File: src/rtl/permute_lane_collector.sv
// Collects SLICES slice words from the permutation datapath, then drains them transposed as LANES lane words.
// One slice per clock in, one lane per out_valid/out_ready handshake out; done pulses after the last lane.
module permute_lane_collector #(
  parameter int SLICES = 64,
  parameter int LANES  = 25,
  parameter int SW     = 6,
  parameter int LW     = 5
) (
  input  logic              clk,
  input  logic              rst,
  input  logic              start,
  input  logic              slice_valid,
  input  logic [LANES-1:0]  slice_data,
  input  logic              out_ready,
  output logic              busy,
  output logic              out_valid,
  output logic [LW-1:0]     out_lane,
  output logic [SLICES-1:0] out_data,
  output logic              done,
  output logic              err
);

  typedef enum logic [1:0] {S_IDLE, S_COLLECT, S_DRAIN} state_t;

  state_t             r_state, w_state_nxt;
  logic [SW-1:0]      r_cnt, w_cnt_nxt;
  logic [LW-1:0]      r_lane, w_lane_nxt;
  logic               r_done, w_done_nxt;
  logic               r_err, w_err_nxt;
  logic               w_wr;
  logic [LANES-1:0]   r_buf [SLICES];
  logic [SLICES-1:0]  w_lane_word;

  always_ff @(posedge clk) begin
    if (rst) begin
      r_state <= S_IDLE;
      r_cnt   <= '0;
      r_lane  <= '0;
      r_done  <= 1'b0;
      r_err   <= 1'b0;
    end else begin
      r_state <= w_state_nxt;
      r_cnt   <= w_cnt_nxt;
      r_lane  <= w_lane_nxt;
      r_done  <= w_done_nxt;
      r_err   <= w_err_nxt;
    end
  end

  // Slice storage carries no reset; it is fully overwritten before every drain.
  always_ff @(posedge clk) begin
    if (w_wr) begin
      r_buf[r_cnt] <= slice_data;
    end
  end

  always_comb begin
    w_state_nxt = r_state;
    w_cnt_nxt   = r_cnt;
    w_lane_nxt  = r_lane;
    w_done_nxt  = 1'b0;
    w_err_nxt   = r_err | (slice_valid && (r_state != S_COLLECT));
    w_wr        = 1'b0;
    case (r_state)
      S_IDLE: begin
        if (start) begin
          w_state_nxt = S_COLLECT;
          w_cnt_nxt   = '0;
        end
      end
      S_COLLECT: begin
        if (slice_valid) begin
          w_wr = 1'b1;
          if (r_cnt == SW'(SLICES - 1)) begin
            w_cnt_nxt   = '0;
            w_lane_nxt  = '0;
            w_state_nxt = S_DRAIN;
          end else begin
            w_cnt_nxt = r_cnt + SW'(1);
          end
        end
      end
      S_DRAIN: begin
        if (out_ready) begin
          if (r_lane == LW'(LANES - 1)) begin
            w_lane_nxt  = '0;
            w_state_nxt = S_IDLE;
            w_done_nxt  = 1'b1;
          end else begin
            w_lane_nxt = r_lane + LW'(1);
          end
        end
      end
      default: w_state_nxt = S_IDLE;
    endcase
  end

  // Transpose: bit z of the lane word is this lane's bit from slice z.
  always_comb begin
    w_lane_word = '0;
    for (int z = 0; z < SLICES; z++) begin
      w_lane_word[z] = r_buf[z][r_lane];
    end
  end

  assign busy      = (r_state != S_IDLE);
  assign out_valid = (r_state == S_DRAIN);
  assign out_lane  = r_lane;
  assign out_data  = out_valid ? w_lane_word : '0;
  assign done      = r_done;
  assign err       = r_err;

endmodule
File: config.mk
export PLATFORM = sky130hd
export DESIGN_NAME = permute_lane_collector
export DESIGN_NICKNAME = d
export VERILOG_FILES = /design/src/rtl/permute_lane_collector.sv
export SDC_FILE = /design/constraint.sdc
export NUM_CORES = 2
export LEC_CHECK = 0
export ABC_AREA = 1
export ABC_CLOCK_PERIOD_IN_PS = 5900
export CAP_MARGIN = 20
export CORE_ASPECT_RATIO = 0.9
export CORE_MARGIN = 2
export CORE_UTILIZATION = 68
export CTS_BUF_LIST = sky130_fd_sc_hd__clkbuf_4 sky130_fd_sc_hd__clkbuf_8
export DETAILED_ROUTE_END_ITERATION = 8
export GPL_ROUTABILITY_DRIVEN = 0
export MAX_ROUTING_LAYER = met4
export PLACE_DENSITY = 0.87
export SYNTH_ARGS = -nofsm -noshare
export SYNTH_HDL_FRONTEND = slang
export SYNTH_SLANG_ARGS = --single-unit
export TNS_END_PERCENT = 20
File: constraint.sdc
create_clock -name clk -period 5.9 [get_ports clk]
set_input_delay 0.59 -clock clk [delete_from_list [all_inputs] [get_ports clk]]
set_output_delay 0.59 -clock clk [all_outputs]
set_load 0.1 [all_outputs]
==> impl_metrics.ini <==
[critical_path]
timing.rr.end = r_buf[43][19]$_DFFE_PP_
r2r_start = r_state[1]$_SDFFE_PP0P_
r2r_setup_slack_ns = 2.16
critical_path_required_ns = 5.31
cp-start-kind = register
crit_start = out_lane[0]$_SDFFE_PP0P_
cp-end-kind = primary output
rr_worst_depth = 6
worstPathArrival_ns = 4.74
path_max_fanout = 95
crit_type = register to primary output
crit_end = out_data[47]

[route]
drt-wirelength-per-cell_um = 23.3
dr.max_layer_used = met4
drt_iter0_drc = 10202
routed-wl-met3_um = 31800
drt_first_pass_iters = 7
via_per_inst = 6.06
wirelength_um = 202000
ant_nets = 0
wl_met1_um = 64600
via_count = 52402
drcViolationCount = 0
wl_met2_um = 92100

[flow_run]
maxCapViolCount = 0

[global_routing]
overflow = 0
grt_pass1_wl_um = 288000
grt_max_degree = 209
antenna_found_initial = 7
first_global_vias = 49977
track_usage_pct = 38.1

[floorplan]
initial_core_util_pct = 68.7
die_h_um = 309
die_area_mm2 = 0.106
rows = 111
ios = 103
die_x_um = 342
core_mm2 = 0.102

[sta]
rsz0062_at_grt = no
maxSlewHeadroom_pct = 15.9
finalCritPeriodShare_pct = 90.4
setup_tns_ns = 0
fmax_ghz = 0.188
drv_slew = 0
fin_skew_ns = 0.0536
max_slew.worst_pin.slew_ns = 1.26
final-hold-violation-count = 0
finalSetupViolCount = 0
finalWorstPathRequiredPeriod_ns = 5.33

[clocking]
clock-sinks = 1615
cts_setup_buffers = 0
clkLatencyLatePin_ns = 0.92
holdBufCountCts = 2
cts_tree = done
cts.htree.levels = 4
root_buffer = clkbuf_8
clkTransAtPathRegs_ns = 0.07
cts_buffers = 232
clock_path_buffers = 3
ctsResizeCount = 0

[finish]
nets = 7117
nFillCells = 5781
syn_to_final_growth_pct = 10.5
final_common_cell = nand2_1
final_cell_mix = 2477 x nand2_1, 1600 x edfxtp_1, 1179 x inv_1
stdcell_area_mm2 = 0.0775
layout-drive-gt1-share_pct = 9.11

[pwr]
peakVddDrop_uv = 231
cellLeakagePower_nw = 33.6
p_per_area_mw_per_mm2 = 295

[run_status]
status = finished, final reports clean

[synth]
synthCells = 6971
netlist_top_cells_area = edfxtp_1 69%, nand2_1 13%, inv_1 6.3%, nand3_1 6.1%, nor2_1 1.8%
syn_area_mm2 = 0.0701
yosysTopAreaCell = edfxtp_1
synth_cell_type_count = 26
synth_area_per_cell_um2 = 10.1
ys_seq_area_share_pct = 69.0
synth_top_area_share_pct = 68.5
synth-seq-cells = 1615
yosys_warnings = 0
syn-num-nets = 7004

[placement]
dpl_cell_area_mm2 = 0.0718
io_buffers = 102
dp_hpwl_um = 91800

[worst_hold_path]
holdCritPathClass = primary input to register
-- worst min path at each step --
stage                            startpoint                       to  slack, ns  cells after the start
finish                        slice_data[0]    r_buf[1][0]$_DFFE_PP_       0.08                      1
global route                  slice_data[0]   r_buf[10][0]$_DFFE_PP_       0.07                      1
CTS                           slice_data[0]   r_buf[10][0]$_DFFE_PP_       0.02                      1
detailed placement  r_state[1]$_SDFFE_PP0P_  r_state[1]$_SDFFE_PP0P_       0.48                      2
global placement             err$_SDFF_PP0_           err$_SDFF_PP0_       0.45                      2
floorplan           r_state[1]$_SDFFE_PP0P_  r_state[1]$_SDFFE_PP0P_       0.45                      2
-- sequential cells by signal (all words and copies together), names as in the netlist --
name,count
r_buf,1600
r_state,2
out_lane,5
err,1
done,1
r_cnt,6
-- layout make-up --
cell class / instances / area, µm² / area share, %
antenna: 15 / 37.5 / 0.0485
inverter: 1185 / 4490 / 5.79
tap: 1356 / 1700 / 2.19
sequential: 1615 / 48400 / 62.4
timing repair buffer: 224 / 2430 / 3.14
clock inverter: 94 / 572 / 0.738
multi-input combinational: 3826 / 15900 / 20.5
clock buffer: 331 / 4020 / 5.19
-- kinds of logic (layout without fill, tap and decap cells) --
| logic type | Yosys count | count (layout) | share of synthesized area [%] |
|---|---|---|---|
| simple gates | 3677 | 3677 | 21.3 |
| fa+ha+maj | 3 | 3 | 0.0536 |
| flops | 1615 | 1615 | 69.0 |
| compound gates | 145 | 145 | 1.04 |
| other cells | 0 | 15 | 0 |
| xor+xnor | 1 | 1 | 0.0125 |
| buf+inv | 1530 | 1834 | 8.67 |
-- routing by layer --
metal	track usage [%]	vias to the layer above
met1	48.1	24064
li1	-	22494
met5	-	-
met3	8.24	1046
met2	57.6	4798
met4	22.3	0
-- power by group --
part	switching [mW]	internal [mW]	leakage [nW]
Combinational	1.06	0.247	16.7
Sequential	0.0183	12.6	14.5
Clock	4.35	4.54	2.46
Total	5.43	17.4	33.6
-- through the flow --
stage / total power, mW / utilization [%] / setup slack (ns) / std cells / hold WS (ns)
finish: 22.8 / 75.9 / 0.569 / 8646 / 0.0756
detailed placement: 14.1 / 70.3 / 1.56 / 8148 / 0.480
global placement: 14.1 / 70.3 / 1.68 / 8143 / 0.455
CTS: 22.7 / 74.9 / 0.688 / 8575 / 0.0194
floorplan: 13.6 / - / 1.98 / 6971 / 0.453
global route: 23.3 / 75.9 / 0.413 / 8638 / 0.0679
-- synthesized netlist by cell type (all sizes together) --
| cell type | n |
|---|---|
| nand3 | 849 |
| inv | 1185 |
| xor2 | 1 |
| nor3 | 7 |
| ha | 3 |
| nor2 | 339 |
| dfxtp | 15 |
| clkbuf | 95 |
| a21oi | 76 |
| edfxtp | 1600 |
| buf | 250 |
| nand4 | 3 |
| nor3b | 1 |
| nand2 | 2477 |
| a211oi | 1 |
| nor4 | 1 |
| o21ai | 68 |
-- worst max-delay path: stages (launching register included) --
cell     delay, ns
dfxtp_4       0.82
buf_4         0.65
buf_4         0.90
nand2_1       0.14
nand2_1       0.13
nand2_1       0.05
nand3_1       0.10
nand3_1       0.10
nand2_1       0.10
nand2_1       0.07
nor2_1        0.32
buf_4         0.36
Power figures use the tool's default switching activity.
